`config.mk`:
```
export PLATFORM = sky130hd
export DESIGN_NAME = simon_round_engine_flat
export DESIGN_NICKNAME = d
export VERILOG_FILES = /design/src/rtl/simon_round_engine_if.sv /design/src/rtl/simon_round_engine.sv /design/src/flat_wrapper.sv
export SDC_FILE = /design/constraint.sdc
export NUM_CORES = 1
export LEC_CHECK = 0
export CORE_MARGIN = 2
export CORE_UTILIZATION = 35
export DETAILED_ROUTE_END_ITERATION = 7
export PLACE_DENSITY = 0.61
export SYNTH_ARGS = -nofsm -noshare
export SYNTH_HDL_FRONTEND = slang
export SYNTH_SLANG_ARGS = --single-unit
export TNS_END_PERCENT = 10
```
`constraint.sdc`:
```
create_clock -name clk -period 9.8 [get_ports clk]
set_input_delay 2.45 -clock clk [delete_from_list [all_inputs] [get_ports clk]]
set_output_delay 2.45 -clock clk [all_outputs]
set_load 0.005 [all_outputs]
```
`src/rtl/simon_round_engine_if.sv`:
```
// simon_round_engine_if
// Purpose: bundles the game-engine handshake and status signals so the engine
//          and its driver share one port.
// Signals:
//   tick        one-clk timing strobe (from the clock divider)
//   start       one-clk pulse that begins a game
//   guess_valid one-clk pulse qualifying guess_idx
//   guess_idx   player's chosen channel
//   leds        LED drive
//   round       current sequence length
//   best_round  highest number of rounds completed since reset
//   state       engine state code
//   guess_ok    one-clk pulse on each correct guess
//   game_over   high while in LOSE
//   game_won    high while in WIN
// Modports: master drives the inputs of the engine, slave is the engine side.
interface simon_round_engine_if #(
    parameter int CHANNELS   = 16,
    parameter int MAX_ROUNDS = 8
);
    localparam int IDX_W = $clog2(CHANNELS);
    localparam int RND_W = $clog2(MAX_ROUNDS + 1);

    logic                tick;
    logic                start;
    logic                guess_valid;
    logic [IDX_W-1:0]    guess_idx;
    logic [CHANNELS-1:0] leds;
    logic [RND_W-1:0]    round;
    logic [RND_W-1:0]    best_round;
    logic [2:0]          state;
    logic                guess_ok;
    logic                game_over;
    logic                game_won;

    modport master (
        output tick, start, guess_valid, guess_idx,
        input  leds, round, best_round, state, guess_ok, game_over, game_won
    );

    modport slave (
        input  tick, start, guess_valid, guess_idx,
        output leds, round, best_round, state, guess_ok, game_over, game_won
    );
endinterface

```
`src/rtl/simon_round_engine.sv`:
```
// simon_round_engine
// Purpose: memory-game engine. Grows a random LED sequence one element per
//          round, plays it back on tick timing, then checks the player's
//          guesses with a per-guess timeout. Tracks the best completed round.
// Ports:
//   clk    system clock, rising edge
//   reset  synchronous, active-low
//   bus    simon_round_engine_if.slave (tick/start/guess in; leds/status out)
//
// state    | meaning
// ---------+-----------------------------------------------------------
// IDLE     | waiting for start after reset
// SHOW_ON  | lighting sequence element seq[pos] for ON_TICKS ticks
// SHOW_OFF | dark gap of OFF_TICKS ticks between elements
// INPUT    | waiting for the player's guess for seq[pos], with timeout
// WIN      | whole MAX_ROUNDS sequence repeated; all LEDs lit
// LOSE     | wrong guess or timeout; LEDs blink on tick
module simon_round_engine #(
    parameter int          CHANNELS      = 16,
    parameter int          MAX_ROUNDS    = 8,
    parameter int          ON_TICKS      = 2,
    parameter int          OFF_TICKS     = 1,
    parameter int          TIMEOUT_TICKS = 10,
    parameter logic [15:0] LFSR_SEED     = 16'hACE1
) (
    input logic                 clk,
    input logic                 reset,
    simon_round_engine_if.slave bus
);
    localparam int IDX_W = $clog2(CHANNELS);
    localparam int RND_W = $clog2(MAX_ROUNDS + 1);
    localparam int SEQ_N = 1 << RND_W;
    localparam int T_A   = (ON_TICKS > OFF_TICKS) ? ON_TICKS : OFF_TICKS;
    localparam int T_MAX = (T_A > TIMEOUT_TICKS) ? T_A : TIMEOUT_TICKS;
    localparam int CNT_W = $clog2(T_MAX + 1);

    typedef enum logic [2:0] {
        S_IDLE     = 3'd0,
        S_SHOW_ON  = 3'd1,
        S_SHOW_OFF = 3'd2,
        S_INPUT    = 3'd3,
        S_WIN      = 3'd4,
        S_LOSE     = 3'd5
    } state_t;

    state_t              state_q, state_d;
    logic [RND_W-1:0]    pos_q, pos_d;
    logic [RND_W-1:0]    round_q, round_d;
    logic [RND_W-1:0]    best_q, best_d;
    logic [CNT_W-1:0]    cnt_q, cnt_d;
    logic [CHANNELS-1:0] leds_q, leds_d;
    logic                ok_q, ok_d;
    logic                over_q, won_q;
    logic [15:0]         lfsr_q;
    logic                lfsr_fb;

    // Sized to the full index range of pos/round so every read is in range.
    logic [IDX_W-1:0]    seq [SEQ_N];
    logic                app_en;
    logic [RND_W-1:0]    app_slot;

    logic [RND_W-1:0]    round_m1;
    logic [RND_W-1:0]    pos_inc;
    logic                last_pos;

    function automatic logic [CHANNELS-1:0] onehot(input logic [IDX_W-1:0] i);
        logic [CHANNELS-1:0] v;
        v    = '0;
        v[i] = 1'b1;
        return v;
    endfunction

    assign lfsr_fb  = lfsr_q[15] ^ lfsr_q[13] ^ lfsr_q[12] ^ lfsr_q[10];
    assign round_m1 = round_q - RND_W'(1);
    assign pos_inc  = pos_q + RND_W'(1);
    assign last_pos = (pos_q == round_m1);

    always_comb begin
        state_d  = state_q;
        pos_d    = pos_q;
        round_d  = round_q;
        best_d   = best_q;
        cnt_d    = cnt_q;
        leds_d   = leds_q;
        ok_d     = 1'b0;
        app_en   = 1'b0;
        app_slot = '0;

        case (state_q)
            S_IDLE, S_WIN, S_LOSE: begin
                if (bus.start) begin
                    state_d  = S_SHOW_ON;
                    round_d  = RND_W'(1);
                    pos_d    = '0;
                    cnt_d    = '0;
                    app_en   = 1'b1;
                    app_slot = '0;
                    // slot 0 is being written this clk, so bypass the memory
                    leds_d   = onehot(lfsr_q[IDX_W-1:0]);
                end else if (state_q == S_LOSE && bus.tick) begin
                    leds_d = ~leds_q;
                end
            end

            S_SHOW_ON: begin
                if (bus.tick) begin
                    if (cnt_q == CNT_W'(ON_TICKS - 1)) begin
                        state_d = S_SHOW_OFF;
                        cnt_d   = '0;
                        leds_d  = '0;
                    end else begin
                        cnt_d = cnt_q + CNT_W'(1);
                    end
                end
            end

            S_SHOW_OFF: begin
                if (bus.tick) begin
                    if (cnt_q == CNT_W'(OFF_TICKS - 1)) begin
                        cnt_d = '0;
                        if (last_pos) begin
                            state_d = S_INPUT;
                            pos_d   = '0;
                        end else begin
                            state_d = S_SHOW_ON;
                            pos_d   = pos_inc;
                            leds_d  = onehot(seq[pos_inc]);
                        end
                    end else begin
                        cnt_d = cnt_q + CNT_W'(1);
                    end
                end
            end

            S_INPUT: begin
                // A guess takes priority over a coincident tick.
                if (bus.guess_valid) begin
                    cnt_d = '0;
                    if (bus.guess_idx == seq[pos_q]) begin
                        ok_d = 1'b1;
                        if (!last_pos) begin
                            pos_d = pos_inc;
                        end else if (round_q == RND_W'(MAX_ROUNDS)) begin
                            state_d = S_WIN;
                            leds_d  = '1;
                            best_d  = RND_W'(MAX_ROUNDS);
                        end else begin
                            state_d  = S_SHOW_ON;
                            round_d  = round_q + RND_W'(1);
                            pos_d    = '0;
                            app_en   = 1'b1;
                            app_slot = round_q;
                            leds_d   = onehot(seq[0]);
                        end
                    end else begin
                        state_d = S_LOSE;
                        leds_d  = '1;
                        best_d  = (round_m1 > best_q) ? round_m1 : best_q;
                    end
                end else if (bus.tick) begin
                    if (cnt_q == CNT_W'(TIMEOUT_TICKS - 1)) begin
                        state_d = S_LOSE;
                        cnt_d   = '0;
                        leds_d  = '1;
                        best_d  = (round_m1 > best_q) ? round_m1 : best_q;
                    end else begin
                        cnt_d = cnt_q + CNT_W'(1);
                    end
                end
            end

            default: begin
                state_d = S_IDLE;
                cnt_d   = '0;
                leds_d  = '0;
            end
        endcase
    end

    always_ff @(posedge clk) begin
        if (!reset) begin
            state_q <= S_IDLE;
            pos_q   <= '0;
            round_q <= '0;
            best_q  <= '0;
            cnt_q   <= '0;
            leds_q  <= '0;
            ok_q    <= 1'b0;
            over_q  <= 1'b0;
            won_q   <= 1'b0;
            lfsr_q  <= LFSR_SEED;
        end else begin
            state_q <= state_d;
            pos_q   <= pos_d;
            round_q <= round_d;
            best_q  <= best_d;
            cnt_q   <= cnt_d;
            leds_q  <= leds_d;
            ok_q    <= ok_d;
            over_q  <= (state_d == S_LOSE);
            won_q   <= (state_d == S_WIN);
            lfsr_q  <= {lfsr_q[14:0], lfsr_fb};
        end
    end

    // Sequence memory carries no reset; stale contents are never shown.
    always_ff @(posedge clk) begin
        if (reset && app_en) begin
            seq[app_slot] <= lfsr_q[IDX_W-1:0];
        end
    end

    assign bus.leds       = leds_q;
    assign bus.round      = round_q;
    assign bus.best_round = best_q;
    assign bus.state      = state_q;
    assign bus.guess_ok   = ok_q;
    assign bus.game_over  = over_q;
    assign bus.game_won   = won_q;
endmodule
```
`src/flat_wrapper.sv`:
```
// flat-port wrapper written by rule: the top's interface ports become plain ports
module simon_round_engine_flat 
#(
    parameter int          CHANNELS      = 16,
    parameter int          MAX_ROUNDS    = 8,
    parameter int          ON_TICKS      = 2,
    parameter int          OFF_TICKS     = 1,
    parameter int          TIMEOUT_TICKS = 10,
    parameter logic [15:0] LFSR_SEED     = 16'hACE1
)
  (clk, reset, bus_tick, bus_start, bus_guess_valid, bus_guess_idx, bus_leds, bus_round, bus_best_round, bus_state, bus_guess_ok, bus_game_over, bus_game_won);
  simon_round_engine_if #(.CHANNELS(CHANNELS), .MAX_ROUNDS(MAX_ROUNDS)) bus_i ();
  input logic clk;
  input logic reset;
  input wire logic [$bits(bus_i.tick)-1:0] bus_tick;
  input wire logic [$bits(bus_i.start)-1:0] bus_start;
  input wire logic [$bits(bus_i.guess_valid)-1:0] bus_guess_valid;
  input wire logic [$bits(bus_i.guess_idx)-1:0] bus_guess_idx;
  output wire logic [$bits(bus_i.leds)-1:0] bus_leds;
  output wire logic [$bits(bus_i.round)-1:0] bus_round;
  output wire logic [$bits(bus_i.best_round)-1:0] bus_best_round;
  output wire logic [$bits(bus_i.state)-1:0] bus_state;
  output wire logic [$bits(bus_i.guess_ok)-1:0] bus_guess_ok;
  output wire logic [$bits(bus_i.game_over)-1:0] bus_game_over;
  output wire logic [$bits(bus_i.game_won)-1:0] bus_game_won;
  assign bus_i.tick = bus_tick;
  assign bus_i.start = bus_start;
  assign bus_i.guess_valid = bus_guess_valid;
  assign bus_i.guess_idx = bus_guess_idx;
  assign bus_leds = bus_i.leds;
  assign bus_round = bus_i.round;
  assign bus_best_round = bus_i.best_round;
  assign bus_state = bus_i.state;
  assign bus_guess_ok = bus_i.guess_ok;
  assign bus_game_over = bus_i.game_over;
  assign bus_game_won = bus_i.game_won;
  simon_round_engine #(.CHANNELS(CHANNELS), .MAX_ROUNDS(MAX_ROUNDS), .ON_TICKS(ON_TICKS), .OFF_TICKS(OFF_TICKS), .TIMEOUT_TICKS(TIMEOUT_TICKS), .LFSR_SEED(LFSR_SEED)) u_core (.clk(clk), .reset(reset), .bus(bus_i));
endmodule
```
### Word-level counts from Yosys, hierarchy flattened

Memories as Yosys holds them, arrays and structs flattened. A register that Yosys moved wholly into a read port is not among the register bits.
Cells that the tools add are included.

* add/subtract/negate cells: 4
* $lt $le $gt $ge: 7
* eq/ne operators: 29
* mux-type cells: 79
* bitwise operators: 4
* reduce and logical (&&, ||, !) cells: 18

Operators by type and width (number)
* two-way mux 16 bit: 13
* two-way mux 4 bit: 34
* case mux 16 bit (4 select lines): 1
* two-way mux 3 bit: 11
* inverter 16 bit: 1
* case mux 4 bit (4 select lines): 1
* < comparator 4 x 5 -> 1 bit (second input constant): 3
* adder 4 x 1 -> 4 bit (second input constant): 3
* demux 1 bit (select 4 bit): 3
* equality test 3 bit (second input constant): 4
* >= comparator 4 x 1 -> 1 bit (second input constant): 3
* inequality test 2 bit (second input constant): 6
* case mux 3 bit (4 select lines): 1
* case mux 4 bit (3 select lines): 1
* two-way mux 1 bit: 11
* inequality test 3 x 2 -> 1 bit (second input constant): 3
* inequality test 3 bit (second input constant): 3
* AND reduction 9 bit: 1
* equality test 4 bit: 2
* equality test 4 bit (second input constant): 2
* inequality test 2 x 1 -> 1 bit (second input constant): 4
* case mux 4 bit (2 select lines): 1
* AND reduction 7 bit: 1
* equality test 3 x 2 -> 1 bit (second input constant): 2
* other kinds (18): 26

* flip-flop bits (word level): 54
* bits in writable memories: 64
* output and inout bits: 30
* logic and storage cells: 152
* memories: 1

Memories
* u_core.seq: depth 16, bits a word 4, read ports 3, clocked after memory_dff 1, wr ports 1, line simon_round_engine.sv:58 `logic [IDX_W-1:0] seq [SEQ_N];`

### Depth between registers and ports, before layout

An unclocked memory read counts as a cell.

* word-level depth: 10
* gate-level depth with buffers: 13
* depth with buffers taken out: 12

### Worst setup path before layout

Ideal clock, no wire load.

* kind: input port to flip-flop
* start: in bus_guess_idx[0]
* end: mem u_core.seq[2][0] (netlist bit), enable pin
* arrival: 4138 ps
* required time: 9421 ps
* slack: 5283 ps
* cell stages on the path: 7
* path buffers: 2
* cell sequence: a21o_1 -> a211o_1 -> a211oi_2 -> nand3_1 -> clkbuf_1 -> buf_2 -> nor4b_1

* word-level cells in the longest chain between the ends: 7

Ends and longest elaborated chain
* start, declared: line flat_wrapper.sv:18 `input wire logic [$bits(bus_i.guess_idx)-1:0] bus_guess_idx;`
* equality test 4 bit *: line simon_round_engine.sv:139 `if (bus.guess_idx == seq[pos_q]) begin`
* two-way mux 1 bit: line simon_round_engine.sv:139
* two-way mux 1 bit: line simon_round_engine.sv:137 `if (bus.guess_valid) begin`
* case mux 1 bit (2 select lines): line simon_round_engine.sv:89 `case (state_q)`
* logical AND 1 bit: line simon_round_engine.sv:208 `if (reset && app_en) begin`
* two-way mux 1 bit: line simon_round_engine.sv:208
* two-way mux 1 bit (not written as such): line simon_round_engine.sv:209 `seq[app_slot] <= lfsr_q[IDX_W-1:0];`
* end, declared: line simon_round_engine.sv:58

Every way passes the cells marked *; elsewhere a longest branch is shown, timed or not.

### Worst setup path after layout

* start: in bus_guess_idx[0]
* end: mem u_core.seq[0][3] (netlist bit), enable pin

The elaborated chain is that of the path after synthesis.

==> flow_summary.ini <==
[layout]
antennaDiodeCount = 0
fill_cells = 1598
multiInputGateArea_mm2 = 0.00294
register_area_mm2 = 0.00308
syn_to_final_growth_pct = 18.5
finalNonFillerCells = 823
final_nets = 604
layout-drive-gt1-share_pct = 12.0

[yosys]
synth.distinct_cells = 54
ys_seq_area_share_pct = 49.6
avgSynthCellArea_um2 = 11.1
synth.most_common_cell = edfxtp_1
synthSimpleGateAreaFrac_pct = 15.2
synth.area.mux_share_pct = 14.7
synth_ff_type = edfxtp_1
synth_area_leaders = edfxtp_1, dfxtp_1, mux4_2
synth_seq_cells = 122
synth_adder_area_share_pct = 2.01
synth_top_family_by_area = simple AND/OR/NAND/NOR gates
yosys.area_share.xor_xnor_pct = 2.78
yosysTopAreaCellShare_pct = 30.9
synth_edf_count = 64
syn_nets = 576
synth.yosys.warnings = 0
synth-compound-area-share_pct = 12.6
synth_common_cells = edfxtp_1, dfxtp_1, nor2_1, nand2_1, mux4_2
synthCells = 557
synth.largest_area_cell = edfxtp_1
synthArstFlopShare_pct = 0
synth_area_mm2 = 0.00621

[critical_path]
crit_top_cell = nand3_1
cp_cell_sequence = clkdlybuf4s50_1 > nand3_1 > a211o_1 > a211oi_2 > nand3_1 > or4_1 > a21oi_1
crit_path_max_fanout = 23
slowest_stage = nand3_1
slowest_delay_ns = 0.87
reg2reg_depth = 9
crit_arrival_ns = 6.11
critPathKind = in -> reg
startpoint_type = primary input
crit_path_end_kind = register
critPathRequiredTime_ns = 9.89
r2r_slack_ns = 4.85

[power_and_ir_drop]
p_leak_nw = 2.38
p_per_area_mw_per_mm2 = 173
combPwrFrac_pct = 5.9
internal-power_mw = 0.977
power_switching_mw = 0.298
switching_share_pct = 23.4
clkPwrFrac_pct = 48.9
seq_power_share_pct = 45.1
peakVddDrop_mv = 0.133

[run]
cap_viol_max_count = 0

[timing]
finalSetupViolCount = 0
rsz0062_at_grt = false
finalCritPeriodShare_pct = 61.5
hold_violations = 0
worstMarginPinSlew_ns = 1.15
slew_headroom_pct = 23.1
tns_ns = 0
clock_skew_ns = 0.00949
period_needed_ns = 6.03
slew_violations = 0
fmax_ghz = 0.166

[grt]
first_global_vias = 4693
grt_pass1_wl_mm = 26.0
grt_max_degree = 36
grt_use_total_pct = 18.5
antenna_found_initial = 0
overflow = 0

[clock_network]
worstSkewPairLatency_ns = 0.43
postCtsSetupBuffers = 0
cts.clk_slew.worst_paths_ns = 0.06
cts_buffers = 17
post_cts_resize_count = 0
cts_tree = done
ctsHoldBuffers = 0
cts_buffer_depth = 2
cts.htree.levels = 4
cts_num_sinks = 122
clock-root-buffer = clkbuf_16

[routing]
routed_wl_mm = 16.3
drt_pass1_iterations = 5
dr.first_iter.drc_count = 510
post_drt_wl_per_cell_um = 19.8
dr_total_vias = 4764
antenna_left = 0
drc = 0
via_per_inst = 5.79

[floorplanning]
io_pins = 39
core-area_mm2 = 0.0173
start_util_pct = 35.9
die_x_um = 137
dieArea_mm2 = 0.0188
row_count = 48
die_h_um = 137

[placement]
dp_hpwl_mm = 11.5
port_buffers = 38
gp_routability_congestion = 0.889
dp_cells = 791

[hold_path]
hold_path.class = reg -> reg
holdPathStages = 1

[outcome]
status = finished, final reports clean
-- per-layer routing --
layer  GRT usage [%]  vias to the layer above  share of wire, %
li1                -                     2162                 -
met1            24.0                     2324                42
met2            29.1                      233                48
met3            4.12                       45               7.0
met4            9.51                        0               3.2
met5               0                        -                 0
-- power groups by stage --
stage	clock (mW)	combinational [mW]	sequential (mW)
3_5_place_dp	0	0.0750	0.585
4_1_cts	0.633	0.0753	0.575
6_report	0.624	0.0758	0.575
2_1_floorplan	0	0.0517	0.573
3_3_place_gp	0	0.0738	0.585
5_1_grt	0.660	0.0838	0.577
-- path summary, 6_finish.rpt --
path	start	end
max reg2reg	register	u_core.seq[0][3]
max	bus_guess_idx[0]	u_core.seq[0][3]
min reg2reg	u_core.lfsr_q[14]	u_core.lfsr_q[15]
min	u_core.lfsr_q[14]	u_core.lfsr_q[15]
-- worst max-delay path, delay by kind of cell --
kind / cells / cell delay (ns)
buffers and inverters: 1 / 0.52
AO/OA/AOI/OAI: 3 / 1.41
AND/OR/NAND/NOR: 3 / 1.72
-- layout by cell type, fill, tap and decap left out, types with 7 or more instances in the layout --
cell type        netlist  routed
edfxtp_1              64      64
dfxtp_1               58      58
nor2_1                51      51
nand2_1               45      45
clkdlybuf4s50_1        0      38
mux4_2                33      33
o21ai_0               32      32
clkbuf_16              0      19
nor3_1                16      16
mux2i_1               16      16
inv_1                 15      15
nand3_1               15      15
a21oi_1               15      15
o22ai_1               15      15
nand2b_1              14      14
nor2b_1               12      12
and2_1                11      11
a211oi_1              10      10
ha_1                  10      10
xnor2_1                9       9
xor2_1                 8       8
a2111oi_0              7       7
-- registers in the layout, summed over array words and instances, names as in the netlist, named ones only --
name / flops
u_core.bus.best_round: 4
u_core.bus.game_over: 1
u_core.bus.game_won: 1
u_core.bus.guess_ok: 1
u_core.bus.leds: 16
u_core.bus.round: 4
u_core.bus.state: 3
u_core.cnt_q: 4
u_core.lfsr_q: 16
u_core.pos_q: 4
u_core.seq: 64
-- kinds of logic (layout without fill, tap and decap cells) --
kind of cell | count (synthesis) | count (layout)
simple gates | 193 | 193
flops | 122 | 122
compound gates | 117 | 117
mux | 50 | 50
buf+inv | 47 | 88
xor+xnor | 18 | 18
fa+ha+maj | 10 | 10
-- final cells by class --
type | count | area share [%]
clock buffer | 21 | 6.70
clock inverter | 11 | 1.43
inverter | 15 | 0.765
multi-input combinational | 388 | 39.9
sequential | 122 | 41.9
tap | 225 | 3.83
timing repair buffer | 41 | 5.48
-- per-stage QoR --
stage	worst slack, ns	hold WS (ns)	area (um2)	util [%]	power (mW)
CTS	3.79	0.415	7360	42.5	1.28
global route	3.60	0.429	7360	42.5	1.32
global placement	3.48	0.393	6760	39.1	0.659
finish	3.77	0.412	7360	42.5	1.27
floorplan	5.28	0.386	6210	-	0.624
detailed placement	3.37	0.397	6760	39.1	0.660
Note: power is estimated with default switching activity, not from simulation.
